===== src/rtl/clk_gating_ctrl.sv =====
// clk_gating_ctrl: per-channel clock gating controller.
// Each channel runs an OFF/WAKE/ON/IDLE FSM. A registered gate enable feeds a
// low-transparent latch, and the latch output is ANDed with CLK. The enable can
// only change while CLK is low, so every gated high pulse is a full CLK high
// phase. ACK marks a channel whose clock is running and stable. ALL_GATED
// reports that every channel is OFF.
module clk_gating_ctrl #(
  parameter int NUM_CH   = 4,
  parameter int WAKE_CYC = 2,
  parameter int IDLE_CYC = 16,
  parameter int CNT_W    = 8
) (
  input  logic              CLK,
  input  logic              RST,
  input  logic [NUM_CH-1:0] REQ,
  input  logic [NUM_CH-1:0] CH_EN,
  input  logic              FORCE_ON,
  output logic [NUM_CH-1:0] GATED_CLK,
  output logic [NUM_CH-1:0] ACK,
  output logic              ALL_GATED,
  // Debug view of the channel FSMs: channel i occupies bits [2*i+1:2*i].
  output logic [2*NUM_CH-1:0] state_dbg
);

  typedef enum logic [1:0] {
    S_OFF  = 2'd0,
    S_WAKE = 2'd1,
    S_ON   = 2'd2,
    S_IDLE = 2'd3
  } ch_state_e;

  localparam int MAX_CYC = (WAKE_CYC > IDLE_CYC) ? WAKE_CYC : IDLE_CYC;
  localparam logic [CNT_W-1:0] WAKE_LAST = CNT_W'(WAKE_CYC - 1);
  localparam logic [CNT_W-1:0] IDLE_LOAD = CNT_W'(IDLE_CYC - 1);

  // Reject parameter sets that the counters or the channel vector cannot hold.
  generate
    if (NUM_CH < 1 || NUM_CH > 32 || WAKE_CYC < 1 || IDLE_CYC < 1 || CNT_W < 1) begin : g_bad_param
      $error("clk_gating_ctrl: parameter out of range");
    end
    if (CNT_W < 32 && (64'd1 << CNT_W) <= 64'(MAX_CYC)) begin : g_bad_cnt
      $error("clk_gating_ctrl: CNT_W too small for WAKE_CYC/IDLE_CYC");
    end
  endgenerate

  logic [NUM_CH-1:0] gen;
  logic [NUM_CH-1:0] off_next;
  logic [NUM_CH-1:0] en_lat;
  logic              all_gated_q;

  for (genvar i = 0; i < NUM_CH; i++) begin : g_ch
    ch_state_e        state_q, state_d;
    logic [CNT_W-1:0] cnt_q, cnt_d;
    logic             gen_q, ack_q;
    logic             act;

    assign act = REQ[i] | FORCE_ON;

    // State, counter and the registered gate enable / ACK of this channel.
    always_ff @(posedge CLK or posedge RST) begin
      if (RST) begin
        state_q <= S_OFF;
        cnt_q   <= '0;
        gen_q   <= 1'b0;
        ack_q   <= 1'b0;
      end else begin
        state_q <= state_d;
        cnt_q   <= cnt_d;
        gen_q   <= (state_d != S_OFF);
        ack_q   <= (state_d == S_ON) || (state_d == S_IDLE);
      end
    end

    // Next-state and counter logic. Losing the channel permit wins over everything.
    always_comb begin
      state_d = state_q;
      cnt_d   = cnt_q;
      if (!CH_EN[i]) begin
        state_d = S_OFF;
        cnt_d   = '0;
      end else begin
        case (state_q)
          S_OFF: begin
            if (act) begin
              state_d = S_WAKE;
              cnt_d   = '0;
            end
          end
          S_WAKE: begin
            // The request is not looked at until the clock is stable.
            if (cnt_q == WAKE_LAST) begin
              state_d = S_ON;
            end else begin
              cnt_d = cnt_q + 1'b1;
            end
          end
          S_ON: begin
            if (!act) begin
              state_d = S_IDLE;
              cnt_d   = IDLE_LOAD;
            end
          end
          S_IDLE: begin
            if (act) begin
              state_d = S_ON;
            end else if (cnt_q == '0) begin
              state_d = S_OFF;
            end else begin
              cnt_d = cnt_q - 1'b1;
            end
          end
          default: begin
            state_d = S_OFF;
            cnt_d   = '0;
          end
        endcase
      end
    end

    assign gen[i]              = gen_q;
    assign ACK[i]              = ack_q;
    assign off_next[i]         = (state_d == S_OFF);
    assign state_dbg[2*i +: 2] = state_q;
  end

  // Glitch-free gate: the enable passes only while CLK is low and is held through the high phase.
  always_latch begin
    if (RST) begin
      en_lat = '0;
    end else if (!CLK) begin
      en_lat = gen;
    end
  end

  assign GATED_CLK = en_lat & {NUM_CH{CLK}};

  // ALL_GATED reflects the channel states that take effect at this edge.
  always_ff @(posedge CLK or posedge RST) begin
    if (RST) begin
      all_gated_q <= 1'b1;
    end else begin
      all_gated_q <= &off_next;
    end
  end

  assign ALL_GATED = all_gated_q;

endmodule


===== config.mk =====
export PLATFORM = sky130hd
export DESIGN_NAME = clk_gating_ctrl
export DESIGN_NICKNAME = d
export VERILOG_FILES = /design/src/rtl/clk_gating_ctrl.sv
export SDC_FILE = /design/constraint.sdc
export NUM_CORES = 1
export LEC_CHECK = 0
export CAP_MARGIN = 20
export CORE_MARGIN = 2
export CORE_UTILIZATION = 53
export CTS_CLUSTER_SIZE = 28
export DETAILED_ROUTE_END_ITERATION = 8
export DONT_BUFFER_PORTS = 1
export PLACE_DENSITY = 0.68
export SYNTH_ARGS = -nofsm -noshare
export SYNTH_HDL_FRONTEND = slang
export SYNTH_SLANG_ARGS = --single-unit

===== constraint.sdc =====
create_clock -name CLK -period 2.9 [get_ports CLK]
set_input_delay 0.145 -clock CLK [delete_from_list [all_inputs] [get_ports CLK]]
set_output_delay 0.145 -clock CLK [all_outputs]
set_load 0.01 [all_outputs]

==> flow_metrics.py, run 1 <==
metrics = {
    "outcome": {
        "status": "finished clean",
    },
    "synthesis": {
        "synth-edff-count": 0,
        "synth.cell_area_mm2": 0.00360,
        "synth_seq_cells": 53,
        "syn_nets": 438,
        "synthFlopType": "dfrtp_1",
        "ys_warn_count": 0,
        "synth_cell_types": 76,
        "avgSynthCellArea_um2": 8.66,
        "async_reset_ff_share_pct": 92.5,
        "syn_inst": 415,
    },
    "critical_path": {
        "crit_buf_inv": 0,
        "path_cells": "and2_1",
        "critPathCapture": "GATED_CLK[3]",
        "cpLargestDelayFamily": "latches",
        "cp_slowest_cell": "dlxtp_1",
        "critPathLaunchType": "latch",
        "crit_arrival_ns": 2.53,
        "crit_type": "latch to output pin",
        "cp_max_fo": 1,
        "worst-path-stages": 1,
        "required_ns": 2.76,
        "crit_path_max_incr_delay_ns": 0.31,
        "startpoint": "en_lat[3]",
        "rr_worst_depth": 7,
        "critPathCaptureType": "output pin",
        "reg2reg_from": "g_ch[2].cnt_q[0]",
        "r2r-end": "g_ch[2].cnt_q[6]",
        "rrSetupSlack_ns": 0.55,
    },
    "drt": {
        "ant_nets": 0,
        "initialDrtViolationCount": 175,
        "detail_route.wirelength_um": 8180,
        "dr.pass1.iters": 4,
        "drcViolationCount": 0,
        "avgRoutedWirePerCell_um": 16.3,
        "vias_per_cell": 6.26,
        "vias": 3144,
    },
    "place": {
        "gp_congestion": 0.829,
        "dp_cells": 468,
        "port_buffers": 0,
        "place_hpwl_um": 5340,
    },
    "final_layout": {
        "finalNonFillerCells": 502,
        "final_common_cell": "dfrtp_1",
        "insertedDiodeCount": 0,
        "layout_common_cells": "48 x dfrtp_1, 45 x nand2_1, 28 x nor2_1",
        "area_delta_synth_final_pct": 10.6,
        "fin_nets": 443,
        "drive_gt1_share_pct": 11.6,
        "fillCellCount": 599,
    },
    "clock_network": {
        "post_cts_buffers": 0,
        "ctsResizeCount": 0,
        "clk_pin_slew_ns": 0.10,
        "cts_tree": "done",
        "clock_latency_ns": 0.54,
    },
    "grt": {
        "globalRouteOverflowTotal": 0,
        "grt_max_degree": 51,
        "grt_usage_pct": 24.2,
        "antenna_found_initial": 0,
        "first_global_vias": 3026,
        "grt_pass1_wl_um": 14200,
    },
    "timing": {
        "fin_tns_setup_ns": 0,
        "max_slew_margin_pct": 58.6,
        "hold_viol_final": 0,
        "drv_slew": 0,
        "skew_ns": 0.0258,
        "hold-worst-slack_ns": 0.0118,
        "setup_viol": 0,
        "tightest_slew_ns": 0.621,
        "rsz0062_at_grt": "false",
    },
    "floorplanning": {
        "core-area_mm2": 0.00668,
        "dieArea_mm2": 0.00746,
        "row_count": 30,
        "die_height_um": 86.4,
        "initial_core_util_pct": 53.8,
        "io_pins": 28,
        "die_w_um": 86.4,
    },
    "run": {
        "maxCapViolations": 0,
    },
    "worst_hold_path": {
        "min_from": "REQ[1]",
        "hold_class": "primary input to flip-flop",
    },
    "power": {
        "powerDensity_mw_per_mm2": 736,
        "peakVddDrop_mv": 0.365,
        "p_leak_nw": 1.72,
    },
}
-- worst min-delay path by stage --
stage | depth (start not counted) | end | slack, ns
2_1_floorplan | 1 | clock gate | -0.71
3_3_place_gp | 1 | clock gate | -0.89
3_5_place_dp | 1 | clock gate | -0.88
4_1_cts | 4 | g_ch[1].state_q[1] | 0.0007
5_1_grt | 2 | g_ch[2].cnt_q[7] | 0.04
6_report | 4 | g_ch[1].state_q[1] | 0.01
-- cell usage after synthesis, types with 7 or more instances --
| library cell | number | area share, % |
|---|---|---|
| nor2b_1 | 7 | 1.2 |
| clkbuf_1 | 17 | 1.8 |
| nor2_1 | 28 | 2.9 |
| nand3_1 | 7 | 0.97 |
| nor3_1 | 9 | 1.3 |
| a31oi_1 | 12 | 2.1 |
| buf_2 | 8 | 1.1 |
| and3_1 | 13 | 2.3 |
| a21oi_1 | 20 | 2.8 |
| inv_1 | 24 | 2.5 |
| ha_1 | 12 | 4.2 |
| nand2_1 | 45 | 4.7 |
| dfrtp_1 | 48 | 33 |
| o21ai_0 | 17 | 2.4 |
| o22ai_1 | 8 | 1.4 |
-- through the flow --
step                      instance area [µm²]  total power [mW]  utilization [%]  worst slack [ns]
after global routing                     3980              3.15             59.5             0.198
after detailed placement                 3580              2.04             53.5             0.571
after CTS                                3960              2.94             59.2             0.215
after global placement                   3580              2.02             53.5             0.620
final                                    3980              2.93             59.5             0.226
after floorplan                          3600              1.87                -             0.691
-- registers in the layout, summed over array words and instances (netlist names) --
signal        cells
en_lat            4
ALL_GATED         1
g_ch.ack_q        4
g_ch.cnt_q       32
g_ch.state_q      8
g_ch.gen_q        4
-- logic make-up after synthesis --
| family | after synthesis | share of synthesized area [%] |
|---|---|---|
| xor+xnor | 9 | 2.19 |
| fa+ha+maj | 12 | 4.18 |
| buf+inv | 55 | 6.65 |
| simple gates | 163 | 25.6 |
| flops | 49 | 34.1 |
| compound gates | 118 | 24.1 |
| mux | 5 | 1.43 |
| latches | 4 | 1.67 |
-- where the power goes --
| part | switching, mW | total [mW] | leakage [nW] | internal [mW] |
|---|---|---|---|---|
| combinational | 0.527 | 0.950 | 0.889 | 0.423 |
| clock | 0.365 | 0.891 | 0.146 | 0.526 |
| sequential | 0.254 | 1.08 | 0.688 | 0.831 |
-- cell type report --
class / instances / area, µm² / area share [%]
Clock buffer: 20 / 255 / 6.42
Clock inverter: 2 / 15.0 / 0.377
Inverter: 24 / 90.1 / 2.26
Multi-Input combinational cell: 307 / 2070 / 52.0
Sequential cell: 53 / 1290 / 32.4
Tap cell: 80 / 100 / 2.52
Timing Repair Buffer: 16 / 160 / 4.03
-- timing repair --
item                                    4_1_cts  5_1_grt
endpoints found under the setup margin        0        0
endpoints found under the hold margin        89        0
hold buffers                                 11        0
-- metal layers --
| layer | GRT usage [%] | vias to the layer above | wire length, µm |
|---|---|---|---|
| li1 | - | 1532 | - |
| met1 | 32.3 | 1493 | 3690 |
| met2 | 34.3 | 102 | 3680 |
| met3 | 9.33 | 17 | 629 |
| met4 | 11.8 | 0 | 176 |
| met5 | 0 | - | 0 |
-- tightest hold or removal path, delay by kind of cell --
family | cells | cell delay (ns)
AND/OR/NAND/NOR | 4 | 0.35
(Power assumes the default switching activity.)
==> run 2, diff against run 1 <==
Settings changed: CORE_UTILIZATION 53 to 34, CTS_CLUSTER_DIAMETER from default to 60, PLACE_DENSITY 0.68 to default, SLEW_MARGIN from default to 30.
==> flow_metrics.py, run 2 (synthesized netlist as in run 1, its figures left out) <==
metrics = {
    "floorplanning": {
        "row_count": 37,
        "die_height_um": 107,
        "dieArea_mm2": 0.0114,
        "initial_core_util_pct": 35.0,
        "io_pins": 28,
        "die_w_um": 107,
        "core-area_mm2": 0.0103,
    },
    "place": {
        "dp_cells": 521,
        "gp_congestion": 0.856,
        "place_hpwl_um": 5670,
        "port_buffers": 0,
        "placed_area_mm2": 0.00363,
    },
    "drt": {
        "avgRoutedWirePerCell_um": 15.3,
        "ant_nets": 0,
        "vias_per_cell": 5.63,
        "detail_route.wirelength_um": 8500,
        "initialDrtViolationCount": 183,
        "vias": 3124,
        "drcViolationCount": 0,
        "dr.pass1.iters": 4,
    },
    "final_layout": {
        "final_area_mm2": 0.00406,
        "fin_nets": 440,
        "seq_area_mm2": 0.00129,
        "largest_reg_flops": 32,
        "layout_common_cells": "48 x dfrtp_1, 45 x nand2_1, 28 x nor2_1",
        "fin_util_pct": 39.5,
        "final_common_cell": "dfrtp_1",
        "insertedDiodeCount": 0,
        "multi_input_area_mm2": 0.00207,
        "largest_register": "g_ch.cnt_q",
        "fillCellCount": 1041,
        "area_delta_synth_final_pct": 12.9,
        "top_regs": "g_ch.cnt_q: 32 flops, g_ch.state_q: 8 flops",
        "drive_gt1_share_pct": 11.0,
        "finalNonFillerCells": 555,
    },
    "grt": {
        "grt_pass1_wl_um": 14400,
        "antenna_found_initial": 0,
        "grt_max_degree": 51,
        "grt_usage_pct": 15.7,
        "globalRouteOverflowTotal": 0,
        "first_global_vias": 3048,
    },
    "timing": {
        "skew_ns": 0.0200,
        "drv_slew": 0,
        "hold-worst-slack_ns": 0.0344,
        "rsz0062_at_grt": "false",
        "hold_viol_final": 0,
        "fin_tns_setup_ns": 0,
        "tightest_slew_ns": 0.649,
        "setup_viol": 0,
        "max_slew_margin_pct": 56.6,
    },
    "clock_network": {
        "ctsResizeCount": 0,
        "clk_pin_slew_ns": 0.09,
        "clock_latency_ns": 0.53,
        "cts_tree": "done",
        "cts_hold_buf": 12,
        "post_cts_buffers": 0,
    },
    "power": {
        "powerDensity_mw_per_mm2": 755,
        "p_leak_nw": 1.74,
        "peakVddDrop_mv": 0.314,
    },
    "outcome": {
        "status": "finished clean",
    },
    "critical_path": {
        "path_cells": "and2_1",
        "cp_max_fo": 1,
        "crit_path_max_incr_delay_ns": 0.32,
        "crit_arrival_ns": 2.52,
        "critPathCaptureType": "output pin",
        "critPathLaunchType": "latch",
        "cp_slowest_cell": "dlxtp_1",
        "crit_type": "latch to output pin",
        "worst-path-stages": 1,
        "crit_buf_inv": 0,
        "required_ns": 2.76,
        "rr_worst_depth": 6,
        "cpLargestDelayFamily": "latches",
    },
    "worst_hold_path": {
        "whs_path_depth": 4,
        "hold_class": "primary input to flip-flop",
    },
    "run": {
        "maxCapViolations": 0,
    },
}
## run 2: cell count changes in the layout (fill, tap and decap cells not counted), sizes merged
cell | previous run | this run
buf | 5 | 1
bufinv | 0 | 2
dlygate4sd3 | 11 | 12
clkinvlp | 2 | 0
## run 2: power by group
part	total [mW]	switching (mW)	internal, mW	leakage (nW)
clock	1.03	0.353	0.678	0.179
sequential	1.10	0.270	0.830	0.688
combinational	0.935	0.518	0.417	0.871
## run 2: final cells by class
cell class | count | area share [%]
Clock inverter | 2 | 1.17
Inverter | 24 | 2.28
Timing Repair Buffer | 13 | 3.14
Sequential cell | 53 | 31.7
Multi-Input combinational cell | 307 | 51.0
Tap cell | 136 | 4.19
Clock buffer | 20 | 6.53
## run 2: worst paths after layout
check	to	from	slack [ns]
worst max-delay path	GATED_CLK[0]	en_lat[0]	0.24
worst min-delay path	g_ch[1].state_q[1]	REQ[1]	0.03
worst max register to register	g_ch[2].cnt_q[0]	g_ch[2].state_q[0]	0.37
worst min register to register	en_lat[1]	g_ch[1].gen_q	0.48
max in group gated	clock gate	RST	1.17
max in group asynchronous	g_ch[0].state_q[0]	RST	2.20
min in group gated	clock gate	RST	0.11
min in group asynchronous	g_ch[0].gen_q	RST	0.29
## run 2: stage by stage
stage | setup WS [ns] | total power [mW]
CTS | 0.219 | 3.10
detailed placement | 0.553 | 2.04
finish | 0.237 | 3.07
global placement | 0.608 | 2.02
floorplan | 0.691 | 1.87
global route | 0.117 | 3.29
## run 2: routing by layer
metal,routed length (µm),vias up,share of wire (%),GRT usage (%)
li1,-,1527,-,-
met1,4020,1510,47,20.3
met2,3830,73,45,23.8
met3,482,14,5.7,5.71
met4,157,0,1.8,6.68
met5,0,-,0,0
==> run 3, diff against run 2 <==
Clock period 2.9 ns to 2.2 ns, I/O delays scaled along.
==> flow_metrics.py, run 3 (synthesized netlist as in run 1, its figures left out) <==
metrics = {
    "drt": {
        "wl_met3_um": 683,
        "vias_per_cell": 5.72,
        "avgRoutedWirePerCell_um": 16.0,
        "initialDrtViolationCount": 165,
        "ant_nets": 0,
        "detail_route.wirelength_um": 9420,
        "wl_met2_um": 4350,
        "highest_layer": "met4",
        "wirelength_met1_um": 4140,
        "drcViolationCount": 0,
        "dr.pass1.iters": 9,
        "vias": 3357,
    },
    "grt": {
        "grt_max_degree": 26,
        "grt_pass1_wl_um": 16000,
        "grt_usage_pct": 18.2,
        "globalRouteOverflowTotal": 0,
        "antenna_found_initial": 0,
        "first_global_vias": 3300,
    },
    "run": {
        "maxCapViolations": 0,
    },
    "place": {
        "placed_area_mm2": 0.00384,
        "port_buffers": 0,
        "gp_congestion": 0.810,
        "place_hpwl_um": 6280,
        "dp_cells": 549,
    },
    "power": {
        "powerDensity_mw_per_mm2": 990,
        "p_leak_nw": 1.90,
        "peakVddDrop_mv": 0.443,
    },
    "critical_path": {
        "crit_arrival_ns": 2.14,
        "rr_worst_depth": 7,
        "crit_buf_inv": 0,
        "worst-path-stages": 1,
        "cp_slowest_cell": "dlxtp_1",
        "critPathCaptureType": "output pin",
        "cpLargestDelayFamily": "latches",
        "path_cells": "and2_4",
        "required_ns": 2.09,
        "crit_type": "latch to output pin",
        "cp_max_fo": 1,
        "critPathLaunchType": "latch",
        "crit_path_max_incr_delay_ns": 0.33,
    },
    "final_layout": {
        "largest_register": "g_ch.cnt_q",
        "final_area_mm2": 0.00435,
        "drive_gt1_share_pct": 20.8,
        "insertedDiodeCount": 0,
        "layout_common_cells": "45 x nand2_1, 45 x dfrtp_1, 32 x buf_4",
        "fillCellCount": 999,
        "top_regs": "g_ch.cnt_q: 32 flops, g_ch.state_q: 8 flops",
        "largest_reg_flops": 32,
        "area_delta_synth_final_pct": 20.9,
        "fin_nets": 472,
        "finalNonFillerCells": 587,
    },
    "floorplanning": {
        "io_pins": 28,
        "dieArea_mm2": 0.0114,
        "row_count": 37,
        "die_w_um": 107,
        "initial_core_util_pct": 35.0,
        "core-area_mm2": 0.0103,
        "die_height_um": 107,
    },
    "timing": {
        "drv_slew": 0,
        "rsz0062_at_grt": "true",
        "hold_viol_final": 1,
        "setup_viol": 8,
        "tightest_slew_ns": 0.535,
        "setup_slack_ns": -0.0541,
        "hold-worst-slack_ns": -0.0258,
        "max_slew_margin_pct": 64.2,
        "fin_tns_setup_ns": -0.176,
        "skew_ns": 0.0115,
    },
    "worst_hold_path": {
        "hold_class": "primary input to clock gate",
        "whs_path_depth": 4,
    },
    "outcome": {
        "violations": "negative hold slack, negative setup slack",
        "status": "finished, violations left",
    },
    "clock_network": {
        "clock_latency_ns": 0.55,
        "cts_tree": "done",
        "clk_pin_slew_ns": 0.03,
    },
}
## run 3: cell types whose count changed in the layout (fill, tap and decap cells not counted), sizes merged
cell	previous run	this run
clkbuf	20	18
clkinvlp	0	1
buf	1	33
bufinv	2	1
clkinv	0	2
## run 3: worst paths after layout
path / start / end / slack [ns]
worst max-delay path: en_lat[1] / GATED_CLK[1] / -0.05
worst min-delay path: RST / clock gate / -0.03
worst max register to register: g_ch[2].cnt_q[0] / g_ch[2].cnt_q[6] / 0.06
worst min register to register: g_ch[1].gen_q / en_lat[1] / 0.49
max in group gated: RST / clock gate / 1.06
max in group asynchronous: RST / g_ch[1].state_q[1] / 1.56
min in group CLK: REQ[1] / g_ch[1].ack_q / 0.03
min in group asynchronous: RST / g_ch[3].cnt_q[4] / 0.07
## run 3: stage by stage
step                total power [mW]  util, %  hold WS (ns)  setup WS, ns
finish                          4.30     42.3       -0.0258       -0.0541
global route                    4.62     42.3        0.0435       -0.0994
CTS                             4.25     41.7        0.0137       -0.0730
detailed placement              2.86     37.3        -0.573        0.0483
global placement                2.82     37.3        -0.578         0.111
floorplan                       2.47        -        -0.393       0.00547
## run 3: layout make-up
| type | instances | area [µm²] | share of cell area, % |
|---|---|---|---|
| clock buffer | 18 | 248 | 5.70 |
| clock inverter | 4 | 51.3 | 1.18 |
| inverter | 24 | 90.1 | 2.07 |
| multi-input combinational | 307 | 2120 | 48.7 |
| sequential | 53 | 1290 | 29.7 |
| tap | 136 | 170 | 3.91 |
| timing repair buffer | 45 | 380 | 8.75 |
## run 3: power by group
part / total, mW / internal [mW] / switching (mW)
Sequential: 1.31 / 1.10 / 0.207
Combinational: 1.63 / 0.703 / 0.926
Clock: 1.37 / 0.827 / 0.542
Total: 4.30 / 2.63 / 1.67
## run 3: tightest hold or removal path: stages
cell,delay [ns]
dlygate4sd3_1,0.67
inv_2,0.19
buf_4,0.19
buf_12,0.16
## run 3: what timing repair did
action                                  4_1_cts  5_1_grt
resized for setup                             4       12
pin swaps                                     1        1
buffers inserted                              0        3
hold buffers                                 13        0
endpoints found under the setup margin        8       16
hold endpoints to repair                     97        0
## run 3: metal layers
layer  track usage [%]  vias to the layer above
met4              10.3                        0
met2              27.0                      131
met5                 0                        -
li1                  -                     1599
met3              7.17                       30
met1              22.5                     1597
